==> src/rtl/keypad_scanner.sv <==
// ---------------------------------------------------------------------------
// keypad_scanner
//   Scans a 3x3 active-low key matrix one column at a time. It synchronises
//   and debounces the row returns and reports each accepted press as a
//   row-major cell index 0..8 with a single-cycle key_valid pulse. The index
//   is held until the key is released.
//
// Parameters
//   SCAN_DIV      clocks per column dwell (>= 3, so that synchronised rows
//                 have settled before the dwell-end sample point)
//   DEBOUNCE_CNT  consecutive matching dwell-end samples needed to accept a
//                 press or a release (>= 1)
//
// Ports
//   clk        system clock
//   rst        asynchronous, active-high reset
//   row_n[2:0] row returns, active-low, asynchronous to clk (bit r = row r)
//   lock       high: presses are detected and tracked but never reported
//   col_n[2:0] column drive, active-low one-hot (bit c = column c)
//   key_index  debounced cell index 0..8, 4'hF when no key is reported
//   key_valid  one-cycle pulse when key_index becomes valid
//   key_busy   high from press acceptance until the release is accepted
// ---------------------------------------------------------------------------
module keypad_scanner #(
    parameter int SCAN_DIV     = 16,
    parameter int DEBOUNCE_CNT = 4
) (
    input  logic       clk,
    input  logic       rst,
    input  logic [2:0] row_n,
    input  logic       lock,
    output logic [2:0] col_n,
    output logic [3:0] key_index,
    output logic       key_valid,
    output logic       key_busy
);

    localparam int DIV_W = (SCAN_DIV > 1) ? $clog2(SCAN_DIV) : 1;
    localparam int CNT_W = $clog2(DEBOUNCE_CNT + 1);

    localparam logic [DIV_W-1:0] DIV_LAST = DIV_W'(SCAN_DIV - 1);
    localparam logic [CNT_W-1:0] CNT_DONE = CNT_W'(DEBOUNCE_CNT);

    typedef enum logic [1:0] {
        SCAN,
        DEBOUNCE,
        PRESSED
    } stateT;

    stateT            state, stateNext;
    logic [2:0]       rowMeta, rowS;
    logic [DIV_W-1:0] dwellCnt;
    logic             tick;
    logic [CNT_W-1:0] dbCnt, dbNext, dbInc;
    logic [3:0]       candReg, candNext;
    logic [2:0]       patReg, patNext;
    logic [2:0]       colNext;
    logic [3:0]       keyIndexNext;
    logic             keyValidNext, keyBusyNext;
    logic [1:0]       colIdx, rowIdx;
    logic [3:0]       liveCand;
    logic             doAccept;
    logic [3:0]       acceptIdx;

    // Two-flop synchroniser on the asynchronous row returns.
    // NOTE: the synchroniser resets to the idle (all-high) pattern so that
    // leaving reset can never look like a key press.
    always_ff @(posedge clk or posedge rst) begin
        if (rst) begin
            rowMeta <= 3'b111;
            rowS    <= 3'b111;
        end else begin
            rowMeta <= row_n;
            rowS    <= rowMeta;
        end
    end

    // Free-running dwell counter; tick marks the sample point at dwell end.
    // NOTE: sequential state uses non-blocking assignments only, so every
    // flop samples the pre-edge value of every other flop.
    always_ff @(posedge clk or posedge rst) begin
        if (rst) begin
            dwellCnt <= '0;
        end else if (tick) begin
            dwellCnt <= '0;
        end else begin
            dwellCnt <= dwellCnt + DIV_W'(1);
        end
    end

    assign tick  = (dwellCnt == DIV_LAST);
    assign dbInc = dbCnt + CNT_W'(1);

    // Index of the column currently driven low.
    always_comb begin
        case (col_n)
            3'b101:  colIdx = 2'd1;
            3'b011:  colIdx = 2'd2;
            default: colIdx = 2'd0;
        endcase
    end

    // Lowest-numbered low row wins when several rows are active.
    always_comb begin
        if (!rowS[0]) begin
            rowIdx = 2'd0;
        end else if (!rowS[1]) begin
            rowIdx = 2'd1;
        end else begin
            rowIdx = 2'd2;
        end
    end

    assign liveCand = 4'(rowIdx) * 4'd3 + 4'(colIdx);

    // FSM state and datapath registers.
    always_ff @(posedge clk or posedge rst) begin
        if (rst) begin
            state     <= SCAN;
            col_n     <= 3'b110;
            dbCnt     <= '0;
            candReg   <= 4'hF;
            patReg    <= 3'b111;
            key_index <= 4'hF;
            key_valid <= 1'b0;
            key_busy  <= 1'b0;
        end else begin
            state     <= stateNext;
            col_n     <= colNext;
            dbCnt     <= dbNext;
            candReg   <= candNext;
            patReg    <= patNext;
            key_index <= keyIndexNext;
            key_valid <= keyValidNext;
            key_busy  <= keyBusyNext;
        end
    end

    // Next-state and output logic.
    always_comb begin
        // NOTE: every signal gets a default before the case so no path can
        // leave one unassigned and infer a latch.
        stateNext    = state;
        colNext      = col_n;
        dbNext       = dbCnt;
        candNext     = candReg;
        patNext      = patReg;
        keyIndexNext = key_index;
        keyValidNext = 1'b0;
        keyBusyNext  = key_busy;
        doAccept     = 1'b0;
        acceptIdx    = candReg;

        case (state)
            SCAN: begin
                if (tick) begin
                    if (rowS != 3'b111) begin
                        // Column stays put so the debounce keeps looking at
                        // the same key.
                        candNext = liveCand;
                        patNext  = rowS;
                        dbNext   = CNT_W'(1);
                        if (DEBOUNCE_CNT == 1) begin
                            doAccept  = 1'b1;
                            acceptIdx = liveCand;
                        end else begin
                            stateNext = DEBOUNCE;
                        end
                    end else begin
                        colNext = {col_n[1:0], col_n[2]};
                    end
                end
            end

            DEBOUNCE: begin
                if (tick) begin
                    if (rowS == patReg) begin
                        if (dbInc == CNT_DONE) begin
                            doAccept  = 1'b1;
                            acceptIdx = candReg;
                        end else begin
                            dbNext = dbInc;
                        end
                    end else begin
                        // Bounce or a different pattern: start over, with
                        // rotation resuming from the current column.
                        dbNext    = '0;
                        stateNext = SCAN;
                    end
                end
            end

            PRESSED: begin
                // The column is frozen here, so other keys in other columns
                // are invisible; only all-rows-high counts toward release.
                if (tick) begin
                    if (rowS == 3'b111) begin
                        if (dbInc == CNT_DONE) begin
                            dbNext       = '0;
                            stateNext    = SCAN;
                            keyIndexNext = 4'hF;
                            keyBusyNext  = 1'b0;
                        end else begin
                            dbNext = dbInc;
                        end
                    end else begin
                        dbNext = '0;
                    end
                end
            end

            default: begin
                stateNext = SCAN;
                dbNext    = '0;
            end
        endcase

        // Acceptance: lock only gates the report, the press is still tracked
        // so that a held key cannot be reported after lock drops.
        if (doAccept) begin
            stateNext   = PRESSED;
            dbNext      = '0;
            keyBusyNext = 1'b1;
            if (!lock) begin
                keyIndexNext = acceptIdx;
                keyValidNext = 1'b1;
            end
        end
    end

endmodule

==> config.mk <==
export PLATFORM = sky130hd
export DESIGN_NAME = keypad_scanner
export DESIGN_NICKNAME = d
export VERILOG_FILES = /design/src/rtl/keypad_scanner.sv
export SDC_FILE = /design/constraint.sdc
export NUM_CORES = 1
export LEC_CHECK = 0
export CAP_MARGIN = 25
export CORE_AREA = 10 10 69 71
export CTS_BUF_LIST = sky130_fd_sc_hd__clkbuf_16
export DETAILED_ROUTE_END_ITERATION = 8
export DIE_AREA = 0 0 79 81
export GPL_TIMING_DRIVEN = 0
export SYNTH_ARGS = -nofsm -noshare
export SYNTH_HDL_FRONTEND = slang
export SYNTH_SLANG_ARGS = --single-unit
==> constraint.sdc <==
create_clock -name clk -period 3.5 [get_ports clk]
set_input_delay 0.7 -clock clk [delete_from_list [all_inputs] [get_ports clk]]
set_output_delay 0.7 -clock clk [all_outputs]
set_load 0.005 [all_outputs]
# == Word-level counts from Yosys, hierarchy flattened ==
# Index checks and enable logic that the tools add are counted.
# op_classes
bitwise_logic,1
n_mux,40
div_mod_pow,0
n_shift,0
reduce_logical,10
n_addsub,3
n_eq_ne,17
magnitude_cmp,0
n_mul,1
# op_table
operator,n
2-to-1 mux 4 bit,7
2-to-1 mux 3 bit,9
!= test 3 bit (second input constant),8
2-to-1 mux 2 bit,10
2-to-1 mux 1 bit,11
equality test 3 bit (second input constant),3
one-hot mux 3 bit (3 select lines),1
nonzero test 2 bit,4
AND reduction 7 bit,1
one-hot mux 2 bit (3 select lines),1
AND reduction 3 bit,2
AND reduction 5 bit,1
adder 4 x 1 -> 4 bit (second input constant),1
adder 4 x 2 -> 4 bit,1
equality test 4 bit (second input constant),1
multiplier 2 x 2 -> 4 bit (second input constant),1
!= test 4 bit (second input constant),1
one-hot mux 2 bit (2 select lines),1
AND reduction 4 bit,1
adder 3 x 1 -> 3 bit (second input constant),1
equality test 3 x 2 -> 1 bit (second input constant),1
equality test 3 bit,1
equality test 2 x 1 -> 1 bit (second input constant),1
equality test 2 bit (second input constant),1
other kinds (2),2
# word_totals
latchBits,0
mem_bits_ro,0
reg_bits,31
mem_bits_rw,0
out_inout_bits,9
elab_cells,83
n_memories,0

# == Logic depth before layout (Yosys ltp) ==
# Gate-level depths: netlist (run 1).
# depth
ltp_word,8
ltp_mapped,8
ltp_nobuf,6

# == Worst setup path after synthesis (run 1) ==
# No wires, ideal clock.
# synth_timing
path_kind,flip-flop to flip-flop
start,register rowS[0]
end,register candReg[2]
stages_incl_launch_ff,6
required_ns,3.418
synth_period_minus_slack_ns,2.161
arrival_ns,2.079
setup_slack_ns,1.339
path_cell_list,dfstp_2 > nor2b_1 > fa_1 > ha_1 > fa_1 > mux2_4
# synth_between
elab_chain_len,3
elab_cells_between_ends,5
classes_between,add/sub (1); mul (1); eq/ne (1); mux (1); reduce/logical (1)
# synth_lines
element,line,text
"start, declared",51,"logic [2:0] rowMeta, rowS;"
"start signal, assigned",74,rowS <= rowMeta;
2-to-1 mux 2 bit,105,if (!rowS[0]) begin
multiplier 2 x 2 -> 4 bit,114,assign liveCand = 4'(rowIdx) * 4'd3 + 4'(colIdx);
adder 4 x 2 -> 4 bit,114,
named net liveCand[2],61,logic [3:0] liveCand;
"end signal, assigned",131,candReg <= candNext;
"end, declared",55,"logic [3:0] candReg, candNext;"
# The timed path passes the listed nets, and every way through them passes these cells.
# A chain may end at the register's enable or synchronous reset.

# == Final worst setup path (run 1) ==
# Ends and elaborated chain as after synthesis.

==> impl_results.md, run 1 <==
* Sw Ratio at 0.199
* Post-Synth XOR/XNOR Area at 0.0292
* Max_cap viols at 0
* Switching power at 0.186 mW
* Die Y at a little over 80 um
* Unrepaired setup endpoints after global routing: no
* Via Count at just under 1000
* First-pass GRT wire length at about 4400 um
* Total Power at between 0.9 and 1 mW
* Worst Slack Setup Final at 1.26 ns
* Drt wl/cell at 13.2 um
* Status: complete, no violations
* Area after DPL at 1730 um^2
* Initial antenna violation count at 0
* Adder-cell share of the synthesized area at 0.0685
* Via density per instance at 4.97
* Share of cells above drive strength 1 at 0.301
* Area Overhead vs Synth at 26.1%
* Unique masters post-synth at 38
* Seq pwr share at 0.425
* # IOs at 15
* Hold Fails Final Rpt at 0
* CTS Buf Count at 5
* VDD IR-drop max at roughly 300 uV
* Clk_skew at 0.00474 ns
* Initial Util at 0.425
* # hold bufs at CTS at 0
* # fillers at 330
* CP Data Required Time at 3.70 ns
* Crit-path max FO at 6
* Critical path class: reg -> reg
* Ys Warns at 0
* Post-CTS Setup Inserts at 0
* Register area share after synthesis at 0.534
* Clock Power Share at 0.509
* Die ar. at 6400 um^2
* I/O Buffers at 14
* Post-route setup TNS at 0 ns
* # DRC at 0
* Vias in the first global route at slightly above 900
* Seq cells post-synth at 31
* Post-DRT Antenna Nets at 0
* Critical Path End Type: flop
* Reg clk slew, reported paths at 0.05 ns
* Die X at 79 um
* Max Slew Vio Count at 0
* Post-cts sizing count at 0
* Final core utilization at 0.536
* Nets at 158
* Post-synth ARST share at 1.00
* Net Count, Synth at 136
* P_leak at 0.822 nW
* H-Tree Depth at 2
* Area fraction in compound gates after synthesis at 0.0961
* Design area at 1890 um^2
* Placer Congestion at about 0.82
* Post-synthesis mux area share at 0.0927
* CTS tree: yes
* Hpwl dp at 1920 um
* GRT Resource Usage Total at 0.0899
* Overflow after GRT at 0
* F_max at 447 MHz
* P per Cell Area at 495 nW/um^2
* Slew headroom at 0.557
* Sink Count at 31
* Worst Hold Class: reg -> reg
* Core footprint at 3520 um^2
* Ant diodes at 0
* Clk buf depth at 2
* CP Data Arrival Time at approximately 2.4 ns
* Comb pwr share at 0.065
* Post-Route WL at 2570 um
* Main combinational cell family by area after synthesis: simple AND/OR/NAND/NOR gates
* DRT iter0 DRCs at 37
* Router iterations before antenna repair at 4
* Row count at 22
* Internal power at 0.749 mW
* Largest net degree at the start of global routing at 27
* Multi-input logic area at 656 um^2
* Number of synthesized flops with an enable pin at 0
* Post-Synth Simple-Gate Area at 0.151
* Worst Setup Start Kind: flop
* Register Area at 800 um^2
* Worst slew pin tran at 0.658 ns
* Final period util at 0.639
* CTS root buf: clkbuf_16
* Clk_lat worst skew at between 0.2 and 0.3 ns
* Post-synth top flop: dfstp_2
* Synth Cell Area at 1500 um^2
* Final min period at between 2 and 2.5 ns
* # setup viols final at 0
* Syn_area_per_cell at between 10 and 15 um^2
* Worst slack, placed at 1.25 ns
* Synthesized instance count at 123
## cell usage after synthesis, types with 2 or more instances
library cell / n / area, um^2
a21boi_0: 2 / 15.0
mux2_4: 7 / 105
a21oi_1: 3 / 15.0
nand2_1: 11 / 41.3
inv_1: 3 / 11.3
nand3_1: 3 / 15.0
clkbuf_1: 2 / 7.51
nor2_1: 8 / 30.0
dfrtp_1: 12 / 300
fa_1: 2 / 40.0
ha_1: 5 / 62.6
and2_1: 2 / 12.5
o21ai_0: 10 / 50.1
xor2_1: 5 / 43.8
nor2b_1: 5 / 31.3
mux2_2: 3 / 33.8
dfstp_2: 19 / 499
## worst max-delay path: stages (launching register included)
cell and delay (ns):
dfstp_2 0.57, nor2b_1 0.24, fa_1 0.43, ha_1 0.22, fa_1 0.43, mux2_4 0.27
## metal layers
metal	track usage	vias up	share of wire	wire (um)
met5	0	-	0	0
met4	0.0591	0	0.025	64
met3	0.0408	4	0.060	155
met2	0.130	19	0.46	1180
met1	0.106	462	0.45	1160
li1	-	480	-	-
## power by group through the flow
stage                     logic (mW)  clock network, mW  registers, mW
final                         0.0611              0.476          0.398
after global routing          0.0678              0.506          0.400
after CTS                     0.0624              0.489          0.398
after detailed placement      0.0616                  0          0.403
after global placement        0.0559                  0          0.402
after floorplan               0.0434                  0          0.399
## placed cells by master, fill, tap and decap left out, types with 2 or more instances in the layout
| cell | netlist | final |
|---|---|---|
| dfstp_2 | 19 | 19 |
| clkdlybuf4s50_1 | 0 | 14 |
| dfrtp_1 | 12 | 12 |
| nand2_1 | 11 | 11 |
| o21ai_0 | 10 | 10 |
| nor2_1 | 8 | 8 |
| mux2_4 | 7 | 7 |
| xor2_1 | 5 | 5 |
| nor2b_1 | 5 | 5 |
| ha_1 | 5 | 5 |
| clkbuf_16 | 0 | 5 |
| nand3_1 | 3 | 3 |
| inv_1 | 3 | 3 |
| mux2_2 | 3 | 3 |
| a21oi_1 | 3 | 3 |
| clkbuf_1 | 2 | 2 |
| and2_1 | 2 | 2 |
| a21boi_0 | 2 | 2 |
| fa_1 | 2 | 2 |
## cells by family (layout without fill, tap and decap cells)
family | count (synthesis) | in the layout
mux | 10 | 10
compound gates | 23 | 23
simple gates | 39 | 39
fa+ha+maj | 7 | 7
buf+inv | 8 | 31
xor+xnor | 5 | 5
flops | 31 | 31
## registers in the layout, indices dropped and copies added (netlist names)
name / count
rowS: 3
col_n: 3
dwellCnt: 4
key_busy: 1
dbCnt: 3
key_valid: 1
state: 2
candReg: 4
patReg: 3
rowMeta: 3
key_index: 4
## worst paths after layout
kind	startpoint	end	slack (ns)	depth (start not counted)
setup reg to reg	rowS[0]	candReg[2]	1.26	5
min in group asynchronous	rst	dbCnt[0]	0.70	2
max in group asynchronous	rst	col_n[1]	2.30	3
setup / recovery	rowS[0]	candReg[2]	1.26	5
hold reg to reg	rowMeta[0]	rowS[0]	0.35	0
hold / removal	rowMeta[0]	rowS[0]	0.35	0
## through the flow
step                      instances  hold slack (ns)
after floorplan                 123            0.345
after global placement          185            0.346
after detailed placement        186            0.347
after CTS                       194            0.354
after global routing            194            0.359
final                           194            0.354
## cell type report
type	instances	share of cell area
buffer	5	0.0166
timing repair buffer	15	0.0887
inverter	3	0.00596
sequential	31	0.423
multi-input combinational	84	0.347
clock inverter	3	0.0205
tap	48	0.0318
clock buffer	5	0.0662
Power figures use the tool's default switching activity.
==> run 2: changes to the inputs <==
PLACE_DENSITY = 0.66   (was not set)
clock period = 1.85 ns   (was 3.5 ns; I/O delays follow)
==> run 2 against run 1 <==
The run now ends with negative setup slack left. Wire length grew 3.5%. Sequential share of layout area shrank 2.1 points. Design area grew 5.4%.
==> impl_results.md, run 2 (synthesis results as in run 1) <==
* Status: finished, violations left
* M1 GR Usage at 0.0974 (-0.00865)
* F_max at 477 MHz (+6.6%)
* I/O Buffers at 14 (unchanged)
* CP Data Arrival Time at 2.30 ns (-0.14 ns)
* Placer Congestion at 0.812 (-0.88%)
* Die ar. at 6400 um^2 (unchanged)
* Most common cell after layout, fill and taps aside: dfstp_2
* Worst Slack Setup Final at -0.248 ns (-1.51 ns)
* DRT iter0 DRCs at 17 (-54%)
* P per Cell Area at 832 nW/um^2 (+68%)
* Initial antenna violation count at 0 (unchanged)
* Final core utilization at 0.565 (+0.0288)
* VDD IR-drop max at 584 uV (+97%)
* CTS tree: yes
* Top flop regs: candReg: 4 flops, dwellCnt: 4 flops, key_index: 4 flops
* Area Overhead vs Synth at 32.9%
* Sink Count at 31 (unchanged)
* Final period util at 1.13 (+0.495)
* # DRC at 0 (unchanged)
* Drt wl/cell at 13.2 um (about the same)
* Die X at 79 um (unchanged)
* Total Power at 1.66 mW (+77%)
* Initial Util at 0.425 (unchanged)
* Ant diodes at 0 (unchanged)
* Slew headroom at 0.694 (+0.137)
* Core footprint at 3520 um^2 (unchanged)
* Unrepaired setup endpoints after global routing: yes
* Post-DRT Antenna Nets at 0 (unchanged)
* Row count at 22 (unchanged)
* Nets at 165 (+4.4%)
* Reg clk slew, reported paths at 0.05 ns (about the same)
* Share of cells above drive strength 1 at 0.399 (+0.0973)
* Area after DPL at 1730 um^2 (+0.44%)
* # IOs at 15 (unchanged)
* Critical Path End Type: flop
* Router iterations before antenna repair at 4 (unchanged)
* Hpwl dp at 1870 um (-2.3%)
* Largest net degree at the start of global routing at 23 (-15%)
* # setup viols final at 2 (+2)
* Vias in the first global route at 1031 (+12%)
* CTS Buf Count at 5 (unchanged)
* Post-Route WL at 2660 um (+3.5%)
* Max Slew Vio Count at 0 (unchanged)
* Clk_lat worst skew at 0.28 ns (about the same)
* P_leak at 0.850 nW (+3.4%)
* GR peak layer: met2
* CP Data Required Time at 2.06 ns (-1.64 ns)
* GR Layer Usage met2 at 0.149 (+0.0196)
* Clk_skew at 0.00575 ns (+0.00101 ns)
* Via density per instance at 4.98 (about the same)
* Crit-path max FO at 2 (-4)
* GR Util met3 at 0.0464 (+0.00552)
* Worst Setup Start Kind: flop
* Worst Hold Margin at 0.354 ns (+0.0000520 ns)
* GRT Resource Usage Total at 0.0922 (+0.00224)
* Max_cap viols at 0 (unchanged)
* Critical path class: reg -> reg
* Design area at 1990 um^2 (+5.4%)
* First-pass GRT wire length at 4630 um (+4.2%)
* CTS root buf: clkbuf_16
* Final min period at 2.10 ns (-0.139 ns)
* Clk buf depth at 2 (unchanged)
* Worst slew pin tran at 0.459 ns (-0.199 ns)
* Failing checks: negative setup slack
* Worst Hold Class: reg -> reg
* Overflow after GRT at 0 (unchanged)
* # hold bufs at CTS at 0 (unchanged)
* Commonest non-fill, non-tap cells in the layout: dfstp_2, clkdlybuf4s50_1, nand2_1, dfrtp_1, o21ai_0
* Via Count at 1000 (+3.6%)
* Hold Fails Final Rpt at 0 (unchanged)
* # fillers at 302 (-8.5%)
* H-Tree Depth at 2 (unchanged)
* Die Y at 81 um (unchanged)
## run 2: metrics by stage
| step | setup WS (ns) | instances | setup TNS (ns) |
|---|---|---|---|
| 6_report | -0.248 | 201 | -0.429 |
| 5_1_grt | -0.316 | 201 | -0.563 |
| 4_1_cts | -0.246 | 199 | -0.426 |
| 3_5_place_dp | -0.315 | 186 | -0.610 |
| 3_3_place_gp | -0.280 | 185 | -0.520 |
| 2_1_floorplan | -0.247 | 123 | -0.413 |
## run 2: cell type report
cell class	instances	area (um^2)	share of cell area
buffer	5	31.3	0.0157
clock inverter	3	15.0	0.00754
clock buffer	5	125	0.0629
multi-input combinational	84	727	0.365
inverter	3	11.3	0.00566
timing repair buffer	22	220	0.111
tap	48	60.1	0.0302
sequential	31	801	0.402
## run 2: metal layers
layer  up-vias  wire [um]
li1        483          -
met1       494       1110
met2        18       1340
met3         5        150
met4         0         61
met5         -          0
## run 2: repair_timing
action                                  CTS  global route
gates resized for setup                   3             8
endpoints found under the setup margin    5            13
pin swaps                                 1             2
buffers inserted                          5             2
## run 2: where the power goes
group          total [mW]  switching [mW]  internal [mW]  leakage [nW]
Sequential          0.752          0.0230          0.729         0.355
Clock               0.764           0.277          0.487        0.0649
Combinational       0.140          0.0644         0.0761         0.429
Total                1.66           0.365           1.29         0.850
## run 2: worst paths after layout
kind	slack, ns	endpoint	start	cells after the start
max in group asynchronous	0.90	col_n[2]	rst	3
setup reg to reg	-0.25	candReg[2]	col_n[2]	5
min in group asynchronous	0.42	key_valid	rst	2
hold reg to reg	0.35	rowS[2]	rowMeta[2]	0
setup / recovery	-0.25	candReg[2]	col_n[2]	5
hold / removal	0.35	rowS[2]	rowMeta[2]	0
## run 2: critical path: stages (launching register included)
cell     delay [ns]
dfstp_2        0.52
and3b_1        0.18
fa_1           0.48
ha_2           0.17
fa_1           0.40
mux2_4         0.27
==> run 3: changes to the inputs <==
CORE_AREA = 10 10 66 68   (was 10 10 69 71)
DIE_AREA = 0 0 76 78   (was 0 0 79 81)
PLACE_DENSITY = 0.73   (was 0.66)
==> run 3 against run 2 <==
The run still ends with negative setup slack left. Total power fell by 1.8%. Wire length rose by 3.6%. Worst setup slack got worse by 0.033 ns. Critical path type unchanged. Sequential cell count did not move. Cell count fell by 2.5%. Clock skew barely moved. Hold slack barely moved. Non-clock buffer count fell by 3. Maximum frequency fell by 1.5%. Highest routed layer unchanged. Design area fell by 2.0%.
==> impl_results.md, run 3 (synthesis results as in run 1) <==
* F_max at 469 MHz (-1.5%)
* Failing checks: negative setup slack
* Worst slew pin tran at 0.462 ns (+0.00329 ns)
* Initial antenna violation count at 0 (unchanged)
* Post-Route WL at 2750 um (+3.6%)
* Internal power at 1.28 mW (-0.70%)
* Sink Count at 31 (unchanged)
* Top flop regs: candReg: 4 flops, dwellCnt: 4 flops, key_index: 4 flops
* Most common cell after layout, fill and taps aside: dfstp_2
* Sw Ratio at 0.212 (-0.00844)
* Worst Hold Margin at 0.354 ns (+0.00000800 ns)
* P_leak at 0.842 nW (-0.85%)
* CTS root buf: clkbuf_16
* Clk_lat worst skew at 0.27 ns (about the same)
* Crit-path max FO at 2 (unchanged)
* Core footprint at 3180 um^2 (-9.8%)
* Max_cap viols at 0 (unchanged)
* # setup viols final at 2 (unchanged)
* Share of cells above drive strength 1 at 0.387 (-0.0120)
* Nets at 162 (-1.8%)
* Design area at 1950 um^2 (-2.0%)
* # hold bufs at CTS at 0 (unchanged)
* Worst path bufs/invs at 0 (unchanged)
* Worst Hold Class: reg -> reg
* VDD IR-drop max at 664 uV (+14%)
* Via density per instance at 4.98 (+0.19%)
* Largest net degree at the start of global routing at 26 (+13%)
* Final core utilization at 0.614 (+0.0486)
* Clk buf depth at 2 (unchanged)
* Switching power at 0.345 mW (-5.5%)
* Overflow after GRT at 0 (unchanged)
* Placer Congestion at 0.777 (-4.3%)
* Area after DPL at 1730 um^2 (-0.14%)
* First-pass GRT wire length at 4730 um (+2.1%)
* Comb pwr share at 0.080 (-0.005)
* Commonest non-fill, non-tap cells in the layout: dfstp_2, clkdlybuf4s50_1, nand2_1, dfrtp_1, nor2_1
* Post-DRT Antenna Nets at 0 (unchanged)
* Worst Slack Setup Final at -0.281 ns (-0.0328 ns)
* CTS tree: yes
* Worst Setup Start Kind: flop
* Top cell by count, worst path: fa_1
* Vias in the first global route at 1079 (+4.7%)
* Area Overhead vs Synth at 30.2%
* # DRC at 0 (unchanged)
* Crit-path cells: and3b_1 -> fa_1 -> ha_2 -> fa_1 -> mux2_4
* Clock Power Share at 0.457 (-0.004)
* Ant diodes at 0 (unchanged)
* R2r setup slk at -0.28 ns (-0.03 ns)
* DRT iter0 DRCs at 42 (+25)
* Slew headroom at 0.690 (-0.00475)
* Critical path class: reg -> reg
* Unrepaired setup endpoints after global routing: yes
* Reg clk slew, reported paths at 0.05 ns (about the same)
* CP max stage cell: dfstp_2
* Hold Fails Final Rpt at 0 (unchanged)
* CTS Buf Count at 5 (unchanged)
* # IOs at 15 (unchanged)
* Final min period at 2.13 ns (+0.0328 ns)
* Critical Path End Type: flop
* P per Cell Area at 834 nW/um^2 (+0.26%)
* CP Data Required Time at 2.05 ns (about the same)
* I/O Buffers at 14 (unchanged)
* Row count at 21 (-4.5%)
* CP Data Arrival Time at 2.33 ns (+0.03 ns)
* Critical Path Max Stage Delay at 0.52 ns (about the same)
* Largest delay share family, worst path: adder cells
* Die ar. at 5930 um^2 (-7.4%)
* Clk_skew at 0.00596 ns (+0.000211 ns)
* Max Slew Vio Count at 0 (unchanged)
* Router iterations before antenna repair at 3 (-1)
* Hpwl dp at 2010 um (+7.3%)
* Drt wl/cell at 14.0 um (+6.3%)
* Final period util at 1.15 (+0.0177)
* Seq pwr share at 0.463 (+0.009)
* Status: finished, violations left
* Die X at 76 um (-3.8%)
* Die Y at 78 um (-3.7%)
* Via Count at 977 (-2.3%)
* Initial Util at 0.471 (+0.0460)
* GRT Resource Usage Total at 0.0968 (+0.00463)
* H-Tree Depth at 2 (unchanged)
-- run 3: changes by cell type in the layout (fill, tap and decap cells not counted), sizes merged --
cell,delta
buf,-3
clkinvlp,-1
inv,+1
-- run 3: routing by layer --
layer  GRT usage  vias up  share of wire
met4      0.0398        0          0.016
li1            -      480              -
met3      0.0392        5          0.040
met1      0.0999      478           0.42
met2       0.171       14           0.52
met5           0        -              0
-- run 3: final timing paths --
path / start / endpoint / cells after the start
max: col_n[2] / candReg[2] / 5
min: rowMeta[0] / rowS[0] / 0
max reg2reg: col_n[2] / candReg[2] / 5
min reg2reg: rowMeta[0] / rowS[0] / 0
max in group asynchronous: rst / candReg[3] / 3
min in group asynchronous: rst / col_n[0] / 2
-- run 3: worst reg2reg max path, stage by stage, from the launching register on --
cell	delay (ns)
dfstp_2	0.52
and3b_1	0.18
fa_1	0.44
ha_2	0.20
fa_1	0.44
mux2_4	0.28
-- run 3: cell type report --
cell class                      count  area, um^2
Timing Repair Buffer               20         205
Inverter                            3        11.3
Fill cell                         241        1230
Tap cell                           46        57.6
Clock inverter                      3        12.5
Buffer                              4        27.5
Sequential cell                    31         801
Clock buffer                        5         125
Multi-Input combinational cell     84         711
-- run 3: power groups by stage --
| stage | Clock [mW] | Sequential, mW | Combinational (mW) |
|---|---|---|---|
| floorplan | 0 | 0.755 | 0.0836 |
| detailed placement | 0 | 0.763 | 0.118 |
| CTS | 0.759 | 0.753 | 0.131 |
| finish | 0.743 | 0.754 | 0.131 |
| global placement | 0 | 0.761 | 0.105 |
| global route | 0.793 | 0.758 | 0.144 |
-- run 3: repair_timing --
item,4_1_cts,5_1_grt
resized for setup,4,10
endpoints found under the setup margin,7,13
pin swaps,1,2
buffers inserted,5,0
cloned,0,0
-- run 3: stage by stage --
step	TNS, ns	cells	worst slack, ns	power [mW]
3_5_place_dp	-0.635	184	-0.317	0.881
6_report	-0.478	196	-0.281	1.63
5_1_grt	-0.575	196	-0.321	1.69
3_3_place_gp	-0.519	183	-0.284	0.866
4_1_cts	-0.477	197	-0.281	1.64
2_1_floorplan	-0.413	123	-0.247	0.839
